===== config.mk =====
export PLATFORM = sky130hd
export DESIGN_NAME = bus_terminal_fifo
export DESIGN_NICKNAME = d
export VERILOG_FILES = /design/src/rtl/bus_pkg.sv /design/src/rtl/sync_fifo.sv /design/src/rtl/bus_terminal_fifo.sv
export SDC_FILE = /design/constraint.sdc
export NUM_CORES = 1
export LEC_CHECK = 0
export CORE_ASPECT_RATIO = 1.25
export CORE_UTILIZATION = 30
export CTS_CLUSTER_DIAMETER = 30
export DETAILED_ROUTE_END_ITERATION = 10
export GPL_ROUTABILITY_DRIVEN = 0
export PLACE_DENSITY = 0.43
export SETUP_SLACK_MARGIN = 0.2
export SLEW_MARGIN = 25
export SYNTH_ARGS = -nofsm -noshare
export SYNTH_HDL_FRONTEND = slang
export SYNTH_SLANG_ARGS = --single-unit

===== constraint.sdc =====
create_clock -name clk -period 7.5 [get_ports clk]
set_input_delay 2.25 -clock clk [delete_from_list [all_inputs] [get_ports clk]]
set_output_delay 2.25 -clock clk [all_outputs]
set_load 0.005 [all_outputs]

===== src/rtl/bus_pkg.sv =====
// Shared definitions for the bus terminal: field widths, packet field
// accessors and the saturating event counter type.
package bus_pkg;

    localparam int ID_W      = 8;
    localparam int PKT_MAX_W = 64;

    typedef logic [ID_W-1:0] sat_cnt_t;

    // Packets are zero-extended to PKT_MAX_W so one accessor serves every pckg_sz.
    function automatic logic [ID_W-1:0] pkt_dest(input logic [PKT_MAX_W-1:0] pkt,
                                                 input int sz);
        return pkt[sz-1 -: ID_W];
    endfunction

    function automatic logic [PKT_MAX_W-1:0] pkt_payload(input logic [PKT_MAX_W-1:0] pkt,
                                                         input int sz);
        logic [PKT_MAX_W-1:0] mask;
        mask = {PKT_MAX_W{1'b1}} >> (PKT_MAX_W - sz + ID_W);
        return pkt & mask;
    endfunction

    function automatic sat_cnt_t sat_inc(input sat_cnt_t c);
        return (c == {ID_W{1'b1}}) ? c : c + ID_W'(1);
    endfunction

endpackage


===== src/rtl/sync_fifo.sv =====
// First-word-fall-through FIFO with zero-on-empty output; a write while full
// is still taken when a read happens on the same edge.
module sync_fifo #(
    parameter int width = 32,
    parameter int depth = 8
) (
    input  logic             clk,
    input  logic             reset,
    input  logic             wr,
    input  logic [width-1:0] wdata,
    input  logic             rd,
    output logic [width-1:0] rdata,
    output logic             full,
    output logic             empty
);

    localparam int AW = $clog2(depth);

    logic [AW:0]      wptr_q, wptr_d, rptr_q, rptr_d;
    logic [width-1:0] mem_q [depth];
    logic [width-1:0] mem_d [depth];
    logic             rd_en_s, wr_en_s;

    assign empty   = (wptr_q == rptr_q);
    assign full    = (wptr_q[AW] != rptr_q[AW]) && (wptr_q[AW-1:0] == rptr_q[AW-1:0]);
    assign rd_en_s = rd && !empty;
    assign wr_en_s = wr && (!full || rd_en_s);
    assign rdata   = empty ? {width{1'b0}} : mem_q[rptr_q[AW-1:0]];

    // Next-state for pointers and storage.
    always_comb begin
        wptr_d = wptr_q;
        rptr_d = rptr_q;
        mem_d  = mem_q;
        if (wr_en_s) begin
            mem_d[wptr_q[AW-1:0]] = wdata;
            wptr_d = wptr_q + (AW+1)'(1);
        end else begin
            wptr_d = wptr_q;
        end
        if (rd_en_s) begin
            rptr_d = rptr_q + (AW+1)'(1);
        end else begin
            rptr_d = rptr_q;
        end
    end

    // Pointer registers.
    always_ff @(posedge clk or posedge reset) begin
        if (reset) begin
            wptr_q <= '0;
            rptr_q <= '0;
        end else begin
            wptr_q <= wptr_d;
            rptr_q <= rptr_d;
        end
    end

    // Storage has no reset; stale words are never visible because of the empty mask.
    always_ff @(posedge clk) begin
        mem_q <= mem_d;
    end

endmodule


===== src/rtl/bus_terminal_fifo.sv =====
// Device-side bus endpoint: TX queue toward the bus, address-filtered RX
// queue toward the host, plus drop/filter counters and an underflow flag.
module bus_terminal_fifo
    import bus_pkg::*;
#(
    parameter int               pckg_sz   = 32,
    parameter int               depth     = 8,
    parameter logic [ID_W-1:0]  id        = 8'd0,
    parameter logic [ID_W-1:0]  broadcast = 8'hFF
) (
    input  logic               clk,
    input  logic               reset,
    input  logic               tx_wr,
    input  logic [pckg_sz-1:0] tx_data,
    output logic               tx_full,
    output logic               pndng,
    output logic [pckg_sz-1:0] D_pop,
    input  logic               pop,
    input  logic               push,
    input  logic [pckg_sz-1:0] D_push,
    input  logic               rx_rd,
    output logic               rx_valid,
    output logic [pckg_sz-1:0] rx_data,
    output logic               tx_underflow,
    output logic [7:0]         rx_drop_cnt,
    output logic [7:0]         rx_filt_cnt
);

    logic            tx_empty_s, rx_empty_s, rx_full_s;
    logic [ID_W-1:0] dest_s;
    logic            addr_hit_s, rx_wr_s, drop_s, filt_s;
    logic            underflow_q, underflow_d;
    sat_cnt_t        drop_cnt_q, drop_cnt_d, filt_cnt_q, filt_cnt_d;

    sync_fifo #(.width(pckg_sz), .depth(depth)) u_tx_fifo (
        .clk   (clk),
        .reset (reset),
        .wr    (tx_wr),
        .wdata (tx_data),
        .rd    (pop),
        .rdata (D_pop),
        .full  (tx_full),
        .empty (tx_empty_s)
    );

    sync_fifo #(.width(pckg_sz), .depth(depth)) u_rx_fifo (
        .clk   (clk),
        .reset (reset),
        .wr    (rx_wr_s),
        .wdata (D_push),
        .rd    (rx_rd),
        .rdata (rx_data),
        .full  (rx_full_s),
        .empty (rx_empty_s)
    );

    assign pndng        = !tx_empty_s;
    assign rx_valid     = !rx_empty_s;
    assign tx_underflow = underflow_q;
    assign rx_drop_cnt  = drop_cnt_q;
    assign rx_filt_cnt  = filt_cnt_q;

    assign dest_s     = pkt_dest(PKT_MAX_W'(D_push), pckg_sz);
    assign addr_hit_s = (dest_s == id) || (dest_s == broadcast);
    assign rx_wr_s    = push && addr_hit_s;
    // A full RX queue still accepts when the host reads on the same edge.
    assign drop_s     = rx_wr_s && rx_full_s && !rx_rd;
    assign filt_s     = push && !addr_hit_s;

    // Sticky underflow flag and saturating event counters.
    always_comb begin
        underflow_d = underflow_q | (pop & tx_empty_s);
        if (drop_s) begin
            drop_cnt_d = sat_inc(drop_cnt_q);
        end else begin
            drop_cnt_d = drop_cnt_q;
        end
        if (filt_s) begin
            filt_cnt_d = sat_inc(filt_cnt_q);
        end else begin
            filt_cnt_d = filt_cnt_q;
        end
    end

    // Flag and counter registers.
    always_ff @(posedge clk or posedge reset) begin
        if (reset) begin
            underflow_q <= 1'b0;
            drop_cnt_q  <= 8'h00;
            filt_cnt_q  <= 8'h00;
        end else begin
            underflow_q <= underflow_d;
            drop_cnt_q  <= drop_cnt_d;
            filt_cnt_q  <= filt_cnt_d;
        end
    end

endmodule


== Yosys cells after proc, flatten, opt, wreduce, memory -nomap -nowiden ==
Cells that the tools add are included.

* Input port bits: 70
* Register bits after elaboration: 545
* Word-level logic and storage cells: 90

* Multiplexer cells: 14
* Bitwise gates (word level): 8
* Magnitude comparators: 6
* Add/subtract/negate cells: 6
* Reduce and logical (&&, ||, !) cells: 24
* Equality and inequality tests: 9

{| class="wikitable"
|+ Operators with widths
! operator !! count
|-
| $bwmux 256 || 2
|-
| $mux 32 || 8
|-
| $bmux 32 s3 || 2
|-
| $demux 32 s3 || 2
|-
| $eq 8x8->1 const B || 3
|-
| $add 4x1->4 const B || 4
|-
| $add 8x1->8 const B || 2
|-
| $ge 4x4->1 const B || 4
|-
| $not 3->4 || 4
|-
| $logic_and 1x1->1 || 12
|-
| $eq 4x4->1 || 2
|-
| $logic_not 8->1 || 1
|-
| $lt 4x1->1 const B || 2
|-
| $eq 3x3->1 || 2
|-
| $logic_not 1->1 || 6
|-
| $reduce_and 2->1 || 2
|-
| $logic_or 1x1->1 || 3
|-
| $ne 1x1->1 || 2
|-
| $not 1->1 || 2
|-
| $and 1x1->1 || 1
|-
| $or 1x1->1 || 1
|}

== Longest topological paths before layout ==
Gate-level depths: netlist of run 1.

* Depth in word-level cells: 6
* Gate-level depth with buffers: 8
* Gate-level depth less buffers: 6

== By module ==
A second synthesis of run 1 with hierarchy kept.

* Cells, all modules: 1,010
* Area total of the unflattened synthesis: 21,436.8 um2

{| class="wikitable"
|+ By module, submodules not included
! module !! times used !! seq. area each (um2) !! cells each !! area each (um2)
|-
| sync_fifo (u_tx_fifo) || 1 || 7,887.6 || 463 || 10,273.6
|-
| sync_fifo (u_rx_fifo) || 1 || 7,887.6 || 463 || 10,268.6
|-
| bus_terminal_fifo || 1 || 425.4 || 84 || 894.6
|}

== Worst setup path after synthesis of run 1 ==
OpenSTA, ideal clock, no wires.

* Path kind: in2reg
* Start point: in D_push[24]
* End point: reg u_rx_fifo.mem_q[32] (netlist name) (enable)
* Arrival: 6.335 ns
* Setup slack: 0.652 ns
* Stages: 5
* Data required time: 6.987 ns
* Path through: nor4_1 > nand2_1 > nand2_1 > nand3_2 > nor4b_1

* Longest elaborated chain between the ends: 4

{| class="wikitable"
|+ Ends and longest elaborated chain
! element !! RTL line !! text
|-
| start, declared || bus_terminal_fifo.sv:20 || <nowiki>input logic [pckg_sz-1:0] D_push,</nowiki>
|-
| $eq 8x8->1 / $logic_not 8->1 (equally long branches) || bus_terminal_fifo.sv:64 || <nowiki>assign addr_hit_s = (dest_s == id) || (dest_s == broadcast);</nowiki>
|-
| $logic_or 1x1->1 * || bus_terminal_fifo.sv:64 ||
|-
| $logic_and 1x1->1 * || bus_terminal_fifo.sv:65 || <nowiki>assign rx_wr_s = push && addr_hit_s;</nowiki>
|-
| $logic_and 1x1->1 * || sync_fifo.sv:27 || <nowiki>assign wr_en_s = wr && (!full || rd_en_s);</nowiki>
|-
| end signal, assigned || sync_fifo.sv:61 || <nowiki>mem_q <= mem_d;</nowiki>
|-
| end, declared || sync_fifo.sv:20 || <nowiki>logic [width-1:0] mem_q [depth];</nowiki>
|}

Every way passes the cells marked *; elsewhere a longest branch is shown, timed or not.
A chain may end at the register's enable or synchronous reset.

== Final worst setup path of run 1 ==
* Start point: reg u_rx_fifo.rptr_q[0]
* End point: out rx_data[18]

* Longest elaborated chain between the ends: 5

{| class="wikitable"
|+ Ends and longest elaborated chain
! element !! RTL line !! text
|-
| start, declared || sync_fifo.sv:19 || <nowiki>logic [AW:0] wptr_q, wptr_d, rptr_q, rptr_d;</nowiki>
|-
| start signal, assigned || sync_fifo.sv:55 || <nowiki>rptr_q <= rptr_d;</nowiki>
|-
| $not 3->4 (not written as such) || sync_fifo.sv:28 || <nowiki>assign rdata = empty ? {width{1'b0}} : mem_q[rptr_q[AW-1:0]];</nowiki>
|-
| $bmux 32 s3 || sync_fifo.sv:28 ||
|-
| $mux 32 (not written as such) (2 in a row) || sync_fifo.sv:28 ||
|-
| $mux 32 * || sync_fifo.sv:28 ||
|-
| end, declared || bus_terminal_fifo.sv:23 || <nowiki>output logic [pckg_sz-1:0] rx_data,</nowiki>
|}

Every way passes the cells marked *; elsewhere a longest branch is shown, timed or not. The select of a mux whose other input is x is not followed.

==> results of run 1 <==
## stage by stage
| step | util, % | instance area (µm²) |
|---|---|---|
| 2_1_floorplan | - | 21300 |
| 5_1_grt | 40.1 | 27900 |
| 3_3_place_gp | 34.5 | 24100 |
| 4_1_cts | 40.1 | 27900 |
| 6_report | 40.1 | 27900 |
| 3_5_place_dp | 34.5 | 24100 |
## power groups by stage
stage                     clock (µW)  sequential [µW]  combinational (µW)
after global placement             0             3930                3060
final                           4960             3870                2950
after global routing            5210             3910                3220
after CTS                       5070             3890                3060
after detailed placement           0             3940                3050
after floorplan                    0             3750                1830
## cell families (layout without fill, tap and decap cells)
family / after synthesis / count (layout) / share of synthesized area (%)
mux: 201 / 201 / 17.1
flops: 545 / 545 / 76.2
simple gates: 146 / 146 / 3.43
compound gates: 6 / 6 / 0.283
fa+ha+maj: 6 / 6 / 0.353
buf+inv: 59 / 404 / 1.30
xor+xnor: 30 / 30 / 1.36
## critical path, cell delays in order, from the launching register on
cell and delay (ns):
sky130_fd_sc_hd__dfrtp_4 0.78, sky130_fd_sc_hd__buf_4 0.82, sky130_fd_sc_hd__mux4_2 0.60, sky130_fd_sc_hd__mux2i_1 0.23, sky130_fd_sc_hd__nor2_1 0.07, sky130_fd_sc_hd__clkdlybuf4s50_1 0.48
## path summary, 6_finish.rpt
check                      slack [ns]                 from  cells after the start                   end
setup / recovery                 1.59  u_rx_fifo.rptr_q[0]                      5           rx_data[18]
hold / removal                   0.45         tx_underflow                      1          tx_underflow
setup reg to reg                 4.43  u_rx_fifo.rptr_q[2]                      7  u_rx_fifo.mem_q[145]
hold reg to reg                  0.45         tx_underflow                      1          tx_underflow
max in group asynchronous        5.12                reset                      3   u_tx_fifo.rptr_q[0]
min in group asynchronous        2.02                reset                      3        rx_filt_cnt[5]
## per-layer routing
layer / up-vias / routed length, µm
li1: 4605 / -
met1: 5466 / 19800
met2: 238 / 25200
met3: 98 / 2520
met4: 8 / 1130
met5: - / 53
## placed cells by master, fill, tap and decap left out, drive strengths merged, types with 3 or more instances in the layout
master         synthesis  layout
xnor2                 10      10
nand4                  7       7
inv                    9      20
and3                   3       3
mux2i                 65      65
dfrtp                 33      33
clkbuf                18     127
clkinvlp               0       9
mux2                   8       8
nor2                  79      79
bufinv                 0      16
nor3                  11      11
clkinv                 0      49
clkdlybuf4s50          0     153
nand2                 15      15
ha                     6       6
edfxtp               512     512
buf                   32      30
mux4                 128     128
nor4                   6       6
nand3                  6       6
nand2b                 6       6
nor4b                  5       5
xor2                  20      20
## state kept, by name, summed over array words and instances (netlist names)
name and count:
u_rx_fifo.mem_q 256, u_tx_fifo.mem_q 256, rx_drop_cnt 8, rx_filt_cnt 8, u_rx_fifo.rptr_q 4, u_rx_fifo.wptr_q 4
u_tx_fifo.rptr_q 4, u_tx_fifo.wptr_q 4, tx_underflow 1
## area by class of cell
type                    instances  area, µm²
clock buffers                 127       2970
clock inverters                85        898
fillers                      6368      41800
inverters                       9       33.8
multi-input cells             389       4880
flip-flops and latches        545      16200
well taps                     935       1170
repair buffers                183       1770
==> parameters.txt, run 1 <==
Parameter                              Value

Synth
  Synth unique cells    48
  Top-area cell type share of the netlist area    72.3%
  Post-synth top flop    sky130_fd_sc_hd__edfxtp_1
  Share of the yosys chip area belonging to registers    76.2%
  Syn avg cell area    ~21 µm²
  Yosys reg bits    545
  YS warnings    0
  Library cell with the highest instance count after synthesis    sky130_fd_sc_hd__edfxtp_1
  Number of enable-type register cells in the synthesized netlist    around 510
  Library cell occupying the most area in the post-synthesis netlist    sky130_fd_sc_hd__edfxtp_1
  Post-Synthesis Cells    993
  Net Count, Synth    1069
  Mapped cell area    between 20000 and 25000 µm²
  Most common library cells after synthesis    sky130_fd_sc_hd__edfxtp_1 (512), sky130_fd_sc_hd__mux4_2 (128), sky130_fd_sc_hd__nor2_1 (78), sky130_fd_sc_hd__mux2i_1 (65), sky130_fd_sc_hd__dfrtp_1 (33)
  Share of synthesized registers carrying an async set or reset    6.06%
  Leading post-synthesis cells by cell area    sky130_fd_sc_hd__edfxtp_1 (72%), sky130_fd_sc_hd__mux4_2 (14%), sky130_fd_sc_hd__dfrtp_1 (3.9%)

Critical path
  Critical path start-end classification    flop to primary output
  Worst EP arrival    ~3.7 ns
  Crit end category    primary output
  CP Max Fanout    42
  Category of the worst setup path launch point    flop
  Data required time of the critical path    5.25 ns

Clock network
  Number of buffers inserted by hold repair at cts    0
  CTS tree    built
  TritonCTS buffer count    114
  Number of clock sinks    roughly 550
  Postcts setup bufs    0
  Clock latency on the worst-skew pair    0.64 ns
  Clock transition at the register clock pins on the worst setup and hold paths after CTS    0.05 ns
  Deepest level of the CTS H-tree    3
  Resized Gates After CTS    0
  Clk buf depth    3
  CTS Root Cell    sky130_fd_sc_hd__clkbuf_16

Global routing
  Vias in the first global route    ~12000
  First-pass GRT wire length    73800 µm
  Global-route total usage across every layer    between 10% and 20%
  Global Route met2 Usage    24.3%
  Congestion Overflow GR    0
  Number of antenna violations at the first check in global routing    4
  Met3 demand-to-capacity share in global routing    3.53%
  Maximum number of pins on one net before global-route repair    between 40 and 50
  Layer with the highest usage after global routing    met2
  Met1 capacity usage during global routing    roughly 16%

STA
  Worst max-slew margin expressed relative to the limit    38.1%
  Unrepaired setup endpoints after global routing    no
  Final critical-path required period    ~5.9 ns
  Hold Slack    0.455 ns
  Fmax    approximately 0.17 GHz
  Total Negative Setup Slacks    0 ns
  Measured slew at the worst slew-check pin    between 0.9 and 1 ns
  Number of setup violations in the final report    0
  Max-slew violations    0
  Final-report hold violation count    0
  Share of the clock period used by the worst path after layout    78.9%
  PnR worst setup slack    1.59 ns
  Post-route clock skew    roughly 0.020 ns

Route
  Total number of vias    10415
  Avg Vias per Cell    4.58
  Drt total wl    48700 µm
  Number of remaining DRC errors    0
  Post-DR wirelength/cell    around 21 µm
  Post-route antenna net violation count    0
  Initial DRC count    about 370
  1st-pass router iterations    4

Pwr
  Final total power    11800 µW
  Power Internal    8610 µW
  Sw Pwr    3180 µW
  Leakage    between 0.009 and 0.01 µW
  IR drop worst, VDD    0.238 mV
  Fraction of power consumed by combinational cells    25.1%
  Share of total power in the clock network    approximately 42%
  Pwr/cell area    422 nW/µm²
  Sequential power share    32.8%
  Switching part of the total    26.9%

Floorplanning
  Overall die height    300 µm
  Die outline area    71900 µm²
  Core area    69700 µm²
  Initial core utilization    between 30% and 40%
  Chip width    240 µm
  Number of top-level pins    154
  Site Rows    108

Layout
  Fraction of final layout cells with drive strength greater than 1    28.7%
  Layout overhead on the synthesized area    31.4%
  Count of nets after finishing    1318
  Non-filler instance count after layout    2273
  Total inserted antenna cells    0

Place
  Count of port buffers added during placement    153
  DP HPWL    27000 µm
  Placed Cells incl. Taps    2061
  Worst slack, placed    2.12 ns

Run status
  Status    completed

Hold path
  Worst min-delay path category    flop to flop

Job
  Maxcap violations    0
(Power assumes the default switching activity.)
==> inputs of run 2 (changes only) <==
clock period = 5.9 ns   (was 7.5 ns; I/O delays follow)
==> parameters.txt, run 2 (same netlist as run 1, synthesis figures left out) <==
Parameter                              Value

Route
  Drt total wl    48500 µm (was 48700 µm)
  Met1 wire length    19100 µm (was 19800 µm)
  DR WL met3    2890 µm (was 2520 µm)
  Initial DRC count    350 (was 373)
  Post-route antenna net violation count    0 (unchanged)
  Topmost layer with routed signal wires    met5 (unchanged)
  Number of remaining DRC errors    0 (unchanged)
  Total number of vias    10395 (was 10415)
  Post-DR wirelength/cell    21.3 µm (was 21.4 µm)
  Avg Vias per Cell    4.57 (was 4.58)
  1st-pass router iterations    4 (unchanged)
  WL met2    25500 µm (was 25200 µm)

Critical path
  Critical path start-end classification    flop to primary output (unchanged)
  Worst reg2reg path endpoint    u_tx_fifo.mem_q[139] (was u_rx_fifo.mem_q[145])
  Launching point of the worst reg2reg path    u_tx_fifo.wptr_q[1] (was u_rx_fifo.rptr_q[2])
  Crit end category    primary output (unchanged)
  Worst EP arrival    3.31 ns (was 3.66 ns)
  Data required time of the critical path    4.13 ns (was 5.25 ns)
  Most used cell, CP    sky130_fd_sc_hd__buf_4
  Cell-by-cell listing of the critical path    buf_4, buf_4, mux4_2, mux2i_1, nor2_1, clkdlybuf4s50_1 (was buf_4, mux4_2, mux2i_1, nor2_1, clkdlybuf4s50_1)
  Slowest Stage Delay on Critical Path    0.58 ns (was 0.82 ns)
  Number of cells on the worst reg-to-reg path    5 (was 7)
  Category of the worst setup path launch point    flop (unchanged)
  CP Max Fanout    35 (was 42)
  Slowest cell on the critical path    sky130_fd_sc_hd__buf_4 (unchanged)
  Reg2reg setup slack    3.12 ns (was 4.43 ns)

STA
  Share of the clock period used by the worst path after layout    86.1%
  Max-slew violations    0 (unchanged)
  Total Negative Setup Slacks    0 ns (unchanged)
  Worst max-slew margin expressed relative to the limit    39.5% (was 38.1%)
  Post-route clock skew    0.0183 ns (was 0.0204 ns)
  Final critical-path required period    around 5.1 ns
  Measured slew at the worst slew-check pin    0.905 ns (was 0.929 ns)
  Unrepaired setup endpoints after global routing    no (unchanged)
  Fmax    0.197 GHz
  Final-report hold violation count    0 (unchanged)
  Number of setup violations in the final report    0 (unchanged)

Pwr
  Power Internal    11000 µW (was 8610 µW)
  Share of total power in the clock network    42.2% (was 42.1%)
  Sequential power share    31.7% (was 32.8%)
  Leakage    0.00943 µW (about the same)
  Final total power    15100 µW (was 11800 µW)
  Fraction of power consumed by combinational cells    26.1% (was 25.1%)
  Switching part of the total    27.1% (was 26.9%)
  Sw Pwr    4090 µW (was 3180 µW)
  IR drop worst, VDD    0.279 mV (was 0.238 mV)
  Pwr/cell area    538 nW/µm² (was 422 nW/µm²)

Layout
  Post-route standard cell area excluding fillers    28000 µm² (was 27900 µm²)
  Registers with the highest flip-flop counts    u_rx_fifo.mem_q (256), u_tx_fifo.mem_q (256) (unchanged)
  Non-filler instance count after layout    2277 (was 2273)
  Most frequent cells in the layout    sky130_fd_sc_hd__edfxtp_1 (512), sky130_fd_sc_hd__clkdlybuf4s50_1 (153), sky130_fd_sc_hd__mux4_2 (128) (unchanged)
  Most common cell after layout, fill and taps aside    sky130_fd_sc_hd__edfxtp_1 (unchanged)
  Filler cell count    6329 (was 6368)
  Fraction of final layout cells with drive strength greater than 1    28.6% (was 28.7%)
  Layout overhead on the synthesized area    31.7% (was 31.4%)
  Count of nets after finishing    1318 (unchanged)
  Post-layout util    40.2% (was 40.1%)

Global routing
  Maximum number of pins on one net before global-route repair    68 (was 47)
  Vias in the first global route    11805 (was 11799)
  First-pass GRT wire length    73000 µm (was 73800 µm)
  Global-route total usage across every layer    13.8% (was 13.9%)
  Congestion Overflow GR    0 (unchanged)
  Number of antenna violations at the first check in global routing    6 (was 4)

Floorplanning
  Die outline area    71900 µm² (unchanged)
  Site Rows    108 (unchanged)
  Number of top-level pins    154 (unchanged)
  Chip width    240 µm (unchanged)
  Core area    69700 µm² (unchanged)
  Initial core utilization    30.5% (unchanged)
  Overall die height    300 µm (unchanged)

Place
  Count of port buffers added during placement    153 (unchanged)
  Placed Cells incl. Taps    2061 (unchanged)
  Cell Area, Placed    24100 µm² (about the same)
  DP HPWL    26600 µm (was 27000 µm)

Clock network
  CTS Root Cell    sky130_fd_sc_hd__clkbuf_16 (unchanged)
  Number of clock sinks    545 (unchanged)
  TritonCTS buffer count    114 (unchanged)
  Clk buf depth    3 (unchanged)
  Clock latency on the worst-skew pair    0.66 ns (was 0.64 ns)
  Deepest level of the CTS H-tree    3 (unchanged)
  Postcts setup bufs    0 (unchanged)
  Clock transition at the register clock pins on the worst setup and hold paths after CTS    0.04 ns (was 0.05 ns)
  Number of buffers inserted by hold repair at cts    0 (unchanged)
  Resized Gates After CTS    0 (unchanged)
  CTS tree    built (unchanged)

Hold path
  Hold_sp    tx_underflow (unchanged)
  Worst min-delay path category    flop to flop (unchanged)
  Worst min-delay path endpoint    tx_underflow (unchanged)
  WHS Path Cells    1 (unchanged)

Run status
  Status    completed (unchanged)

Job
  Maxcap violations    0 (unchanged)
## run 2: cell types whose count changed in the layout (fill, tap and decap cells not counted), sizes merged
cell	before	now
clkinvlp	9	14
clkbuf	127	129
clkinv	49	45
inv	20	19
bufinv	16	17
diode	0	1
## run 2: how the worst max path moves through the flow
stage / from / to / slack, ns / cells past startpoint
after global placement: D_push[24] / u_rx_fifo.mem_q[77] / 1.20 / 7
final: u_tx_fifo.rptr_q[1] / D_pop[18] / 0.82 / 6
after global routing: u_tx_fifo.rptr_q[1] / D_pop[22] / 0.62 / 6
after CTS: u_tx_fifo.rptr_q[1] / D_pop[23] / 0.69 / 6
after detailed placement: D_push[31] / u_rx_fifo.mem_q[80] / 1.18 / 7
after floorplan: D_push[24] / u_rx_fifo.mem_q[32] / -0.47 / 5
## run 2: power groups by stage
stage                     Sequential (µW)  Clock (µW)  Combinational (µW)
after floorplan                      4770           0                2330
after global placement               4830           0                4100
after detailed placement             4840           0                4090
after CTS                            4770        6490                4110
after global routing                 4800        6680                4300
final                                4770        6360                3940
## run 2: layout make-up
type                       count  area (µm²)  share of cell area, %
antenna                        1        2.50                0.00894
multi-input combinational    389        4880                   17.4
inverter                       9        33.8                  0.121
clock inverter                86         998                   3.57
timing repair buffer         183        1790                   6.41
sequential                   545       16200                   57.9
tap                          935        1170                   4.18
clock buffer                 129        2910                   10.4
## run 2: worst max-delay path, delay by kind of cell, from the launching register on
kind,cells,cell delay (ns)
buffers and inverters,3,1.58
flip-flops,1,0.40
multiplexers,2,0.39
AND/OR/NAND/NOR,1,0.23
## run 2: through the flow
step | setup WS (ns) | hold WS [ns]
final | 0.821 | 0.465
after global routing | 0.625 | 0.488
after CTS | 0.695 | 0.467
after detailed placement | 1.18 | 0.458
after global placement | 1.20 | 0.450
after floorplan | -0.468 | 0.451
## run 2: per-layer routing
layer  global-route usage [%]  vias to the layer above
li1                         -                     4609
met1                     15.6                     5441
met2                     24.6                      246
met3                     3.92                       87
met4                     4.84                       12
met5                        0                        -
==> inputs of run 3 (changes only) <==
==> constraint.sdc (replaced) <==
create_clock -name clk -period 5.9 [get_ports clk]
set_input_delay 0.885 -clock clk [delete_from_list [all_inputs] [get_ports clk]]
set_output_delay 0.885 -clock clk [all_outputs]
set_load 0.005 [all_outputs]
==> parameters.txt, run 3 (same netlist as run 1, synthesis figures left out) <==
Parameter                              Value

STA
  Final critical-path required period    4.47 ns (was 5.08 ns)
  Total Negative Setup Slacks    0 ns (unchanged)
  Fmax    0.224 GHz (was 0.197 GHz)
  Share of the clock period used by the worst path after layout    75.8% (was 86.1%)
  Measured slew at the worst slew-check pin    0.987 ns (was 0.905 ns)
  Final-report hold violation count    0 (unchanged)
  Unrepaired setup endpoints after global routing    no (unchanged)
  Hold Slack    0.467 ns (was 0.465 ns)
  Post-route clock skew    0.0226 ns (was 0.0183 ns)
  Max-slew violations    0 (unchanged)
  Worst max-slew margin expressed relative to the limit    34.2% (was 39.5%)
  Number of setup violations in the final report    0 (unchanged)

Pwr
  Leakage    0.00951 µW (was 0.00943 µW)
  Fraction of power consumed by combinational cells    24.7% (was 26.1%)
  Sw Pwr    4070 µW (was 4090 µW)
  Final total power    15300 µW (was 15100 µW)
  Sequential power share    31.9% (was 31.7%)
  Power Internal    11200 µW (was 11000 µW)
  Switching part of the total    26.6% (was 27.1%)
  Pwr/cell area    543 nW/µm² (was 538 nW/µm²)
  Share of total power in the clock network    43.3% (was 42.2%)
  IR drop worst, VDD    0.309 mV (was 0.279 mV)

Clock network
  TritonCTS buffer count    116 (was 114)
  Clock latency on the worst-skew pair    0.66 ns (about the same)
  Deepest level of the CTS H-tree    3 (unchanged)
  CTS Root Cell    sky130_fd_sc_hd__clkbuf_16 (unchanged)
  Number of buffers inserted by hold repair at cts    0 (unchanged)
  Clock transition at the register clock pins on the worst setup and hold paths after CTS    0.04 ns (about the same)
  Clk buf depth    3 (unchanged)
  Resized Gates After CTS    0 (unchanged)
  CTS tree    built (unchanged)
  Postcts setup bufs    0 (unchanged)
  Number of clock sinks    545 (unchanged)

Layout
  Sequential cell area    16200 µm² (unchanged)
  Post-route standard cell area excluding fillers    28200 µm² (was 28000 µm²)
  Registers with the highest flip-flop counts    u_rx_fifo.mem_q (256), u_tx_fifo.mem_q (256) (unchanged)
  Count of nets after finishing    1319 (was 1318)
  Non-filler instance count after layout    2280 (was 2277)
  Most frequent cells in the layout    sky130_fd_sc_hd__edfxtp_1 (512), sky130_fd_sc_hd__clkdlybuf4s50_1 (153), sky130_fd_sc_hd__mux4_2 (128) (unchanged)
  Layout overhead on the synthesized area    32.5% (was 31.7%)
  Filler cell count    6327 (was 6329)
  Most common cell after layout, fill and taps aside    sky130_fd_sc_hd__edfxtp_1 (unchanged)
  Combined area of the multi-input logic cells    4890 µm² (was 4880 µm²)
  Fraction of final layout cells with drive strength greater than 1    29.0% (was 28.6%)

Floorplanning
  Die outline area    71900 µm² (unchanged)
  Overall die height    300 µm (unchanged)
  Number of top-level pins    154 (unchanged)
  Core area    69700 µm² (unchanged)
  Initial core utilization    30.5% (unchanged)
  Chip width    240 µm (unchanged)
  Site Rows    108 (unchanged)

Critical path
  Slowest cell on the critical path    sky130_fd_sc_hd__dfrtp_2 (was sky130_fd_sc_hd__buf_4)
  Critical path start-end classification    flop to primary output (unchanged)
  Crit end category    primary output (unchanged)
  Category of the worst setup path launch point    flop (unchanged)
  Count of buffer and inverter cells on the critical path    2 (was 3)
  Worst EP arrival    3.59 ns (was 3.31 ns)
  Slowest Stage Delay on Critical Path    0.99 ns (was 0.58 ns)
  Data required time of the critical path    5.02 ns (was 4.13 ns)
  CP Max Fanout    36 (was 35)
  Largest delay share family, worst path    buffers and inverters (unchanged)
  Cell-by-cell listing of the critical path    buf_4, mux4_2, mux2i_1, nor2_1, clkdlybuf4s50_1 (was buf_4, buf_4, mux4_2, mux2i_1, nor2_1, clkdlybuf4s50_1)

Global routing
  Number of antenna violations at the first check in global routing    2 (was 6)
  Global-route total usage across every layer    13.9% (was 13.8%)
  Congestion Overflow GR    0 (unchanged)
  Maximum number of pins on one net before global-route repair    68 (unchanged)
  First-pass GRT wire length    73800 µm (was 73000 µm)
  Vias in the first global route    11746 (was 11805)

Place
  Placed Cells incl. Taps    2060 (was 2061)
  DP HPWL    27000 µm (was 26600 µm)
  Count of port buffers added during placement    153 (unchanged)
  Cell Area, Placed    24100 µm² (about the same)

Route
  1st-pass router iterations    6 (was 4)
  Initial DRC count    509 (was 350)
  Total number of vias    10439 (was 10395)
  Drt total wl    48900 µm (was 48500 µm)
  Avg Vias per Cell    4.58 (was 4.57)
  Post-DR wirelength/cell    21.5 µm (was 21.3 µm)
  Post-route antenna net violation count    0 (unchanged)
  Number of remaining DRC errors    0 (unchanged)

Hold path
  Worst min-delay path category    flop to flop (unchanged)

Run status
  Status    completed (unchanged)

Job
  Maxcap violations    0 (unchanged)
[run 3: final timing paths]
| check | startpoint | end | cells after the start | slack (ns) |
|---|---|---|---|---|
| max | u_tx_fifo.rptr_q[1] | D_pop[26] | 5 | 1.43 |
| min reg2reg | tx_underflow | tx_underflow | 1 | 0.47 |
| min in group asynchronous | reset | rx_drop_cnt[6] | 3 | 0.64 |
| min | tx_underflow | tx_underflow | 1 | 0.47 |
| max reg2reg | u_tx_fifo.rptr_q[1] | u_tx_fifo.mem_q[64] | 5 | 2.73 |
| max in group asynchronous | reset | u_tx_fifo.rptr_q[0] | 3 | 4.88 |
[run 3: layer usage]
| layer | track usage (%) | vias to the layer above | routed length (µm) |
|---|---|---|---|
| met2 | 24.4 | 250 | 25500 |
| met4 | 5.46 | 4 | 1040 |
| met1 | 16.3 | 5483 | 20000 |
| met5 | 0 | - | 21 |
| li1 | - | 4617 | - |
| met3 | 3.27 | 85 | 2420 |
[run 3: stage by stage]
stage / setup WS (ns) / utilization (%)
2_1_floorplan: 0.417 / -
3_3_place_gp: 1.58 / 34.5
3_5_place_dp: 1.77 / 34.5
4_1_cts: 1.26 / 40.4
5_1_grt: 1.20 / 40.4
6_report: 1.43 / 40.4
[run 3: power by group through the flow]
stage	combinational, µW	clock [µW]	sequential [µW]
after floorplan	2330	0	4770
after global placement	3930	0	4960
after detailed placement	3930	0	4970
after CTS	3950	6760	4900
after global routing	4130	6950	4930
final	3780	6620	4890
[run 3: final cells by class]
class                           count  share of cell area (%)
Clock inverter                     85                    3.66
Multi-Input combinational cell    389                    17.4
Timing Repair Buffer              182                    6.31
Sequential cell                   545                    57.6
Antenna cell                        2                  0.0178
Tap cell                          935                    4.15
Clock buffer                      133                    10.8
Inverter                            9                   0.120
==> edit (config.mk and constraints of run 3) <==
`depth` is set to 8 in 2 places; all go to 16.
--- a/src/rtl/sync_fifo.sv
+++ b/src/rtl/sync_fifo.sv
@@ -3,5 +3,5 @@
 module sync_fifo #(
     parameter int width = 32,
-    parameter int depth = 8
+    parameter int depth = 16
 ) (
     input  logic             clk,
--- a/src/rtl/bus_terminal_fifo.sv
+++ b/src/rtl/bus_terminal_fifo.sv
@@ -5,5 +5,5 @@
 #(
     parameter int               pckg_sz   = 32,
-    parameter int               depth     = 8,
+    parameter int               depth     = 16,
     parameter logic [ID_W-1:0]  id        = 8'd0,
     parameter logic [ID_W-1:0]  broadcast = 8'hFF
Function: same outputs for any inputs over 4 cycles, from zero or initial values and one cycle with reset high; that may be too few to reach the edited logic, so the function may still have changed.
==> edit against run 3 <==
Sequential cell count rose by 516; clock skew increased by 0.031 ns; clock power up 80%; via count up 89%; area after synthesis grew 90%; final area up 83%; routed wire length is 120% higher; total power increased by 79%; highest routed layer unchanged; worst setup slack got worse by 0.27 ns.
==> edit: results <==
metrics = {
    "final_layout": {
        "top_regs": "u_rx_fifo.mem_q x512, u_tx_fifo.mem_q x512",
        "nets": 2187,
        "final_layout_size_suffix_gt1_frac": 0.3059,
        "fillers": 12080,
    },
    "placed_design": {
        "place_area_mm2": 0.04442,
        "dp_cells": 3642,
        "portBuffers": 153,
        "place_ws_ns": 1.296,
        "dpl.hpwl_um": 56190,
    },
    "critical_path": {
        "crit_path_start": "u_tx_fifo.rptr_q[1]$_DFFE_PP0P_",
        "ff2ff_setup_slack_ns": 2.34,
        "reg2reg_from": "u_tx_fifo.rptr_q[0]$_DFFE_PP0P_",
        "max_stage_delay_ns": 0.79,
        "cp-endpoint": "D_pop[22]",
        "r2r-end": "u_tx_fifo.mem_q[122]$_DFFE_PP_",
        "crit_fanout": 56,
        "reg2reg_depth": 5,
        "slowest_stage": "buf_4",
        "arrival_ns": 3.86,
    },
    "timing": {
        "clock_skew_ns": 0.05336,
        "timing.slew.headroom": 0.2641,
        "fmax_mhz": 210.9,
    },
    "worst_hold_path": {
        "hold_start": "tx_underflow$_DFF_PP0_",
        "hold_class": "register to register",
        "min_path_cells": 1,
    },
    "logic_synthesis": {
        "ys_top_cells_by_area": "edfxtp_1 (76%), mux4_2 (14%), a22oi_1 (2.4%)",
        "synth-edff-count": 1024,
        "yosysSeqAreaShare": 0.7822,
        "async_flop_share": 0.03487,
        "synthFlopType": "edfxtp_1",
        "synth_fp_nets": 1885,
        "yosysUniqueCellTypes": 43,
        "synth_common_cells": "edfxtp_1 (1,024), mux4_2 (256), a22oi_1 (128), a21oi_1 (64), clkbuf_1 (61)",
        "syn_area_per_cell_um2": 22.46,
    },
    "global_route": {
        "antenna_found_initial": 10,
        "grt_pass1_vias": 21860,
        "grt_pass1_wl_um": 153800,
        "grt_max_degree": 92,
        "met1_usage": 0.1878,
        "met3_usage": 0.04578,
        "grtUsageMet2": 0.2751,
        "gr-usage-all-layers": 0.1586,
    },
    "detailed_routing": {
        "first_pass_iters": 5,
        "wire_per_inst_um": 26.39,
        "vias": 19740,
        "finalWirelength_um": 106500,
        "first_iter_violations": 1303,
    },
    "clocking": {
        "cts_post_setup_buffers_inserted": 0,
        "clk_path_buf_depth": 3,
        "cts_root_buf": "clkbuf_16",
        "htreeDepth": 4,
        "numCtsBuffers": 208,
        "clk_latency_ns": 0.81,
        "clk_pin_slew_ns": 0.05,
        "cts-resized-gates": 0,
    },
    "power_and_ir_drop": {
        "leakagePower_uw": 0.01655,
        "p_sw_uw": 7705,
        "vdd_drop_max_uv": 390.3,
    },
    "outcome": {
        "status": "complete, no violations",
    },
}
[edit: changes by cell type in the layout (fill, tap and decap cells not counted), sizes merged, moves of 64 or more]
cell | before | now
clkbuf | 133 | 238
mux4 | 128 | 256
edfxtp | 512 | 1024
a22oi | 0 | 128
a21oi | 0 | 64
mux2i | 65 | 0
[edit: final cells by class]
| class | count | area, um2 | area share |
|---|---|---|---|
| flip-flops and latches | 1061 | 31690 | 0.6131 |
| multi-input cells | 624 | 8536 | 0.1651 |
| clock buffers | 238 | 5339 | 0.1033 |
| well taps | 1748 | 2187 | 0.04231 |
| repair buffers | 202 | 2007 | 0.03882 |
| clock inverters | 155 | 1899 | 0.03674 |
| inverters | 8 | 31.28 | 0.0006051 |
| diodes | 1 | 2.502 | 0.00004841 |
[edit: cells by family after synthesis]
kind of cell	after synthesis	synth area share
adders and majority gates	12	0.003708
AOI/OAI and AO/OA	198	0.03272
muxes	263	0.1443
and+or+nand+nor	112	0.01570
buffers and inverters	118	0.01254
xor gates and xnor gates	39	0.008806
DFF	1061	0.7822
[edit: layer usage]
layer  vias up  share of wire
met5         -        0.00075
met4        12          0.021
met3       180          0.060
met2       554           0.52
met1     10620           0.40
li1       8383              -
[edit: power groups by stage]
| stage | clock [uW] | sequential, uW | combinational, uW |
|---|---|---|---|
| finish | 11900 | 9160 | 6390 |
| global route | 12500 | 9220 | 6900 |
| CTS | 12100 | 9180 | 6580 |
| detailed placement | 0 | 9320 | 6550 |
| global placement | 0 | 9290 | 6550 |
| floorplan | 0 | 8970 | 3890 |
[edit: metrics by stage]
step,hold slack [ns],util
after detailed placement,0.4490,0.3320
after global placement,0.4496,0.3320
after floorplan,0.4510,-
after CTS,0.4637,0.3861
final,0.4761,0.3863
after global routing,0.5084,0.3863
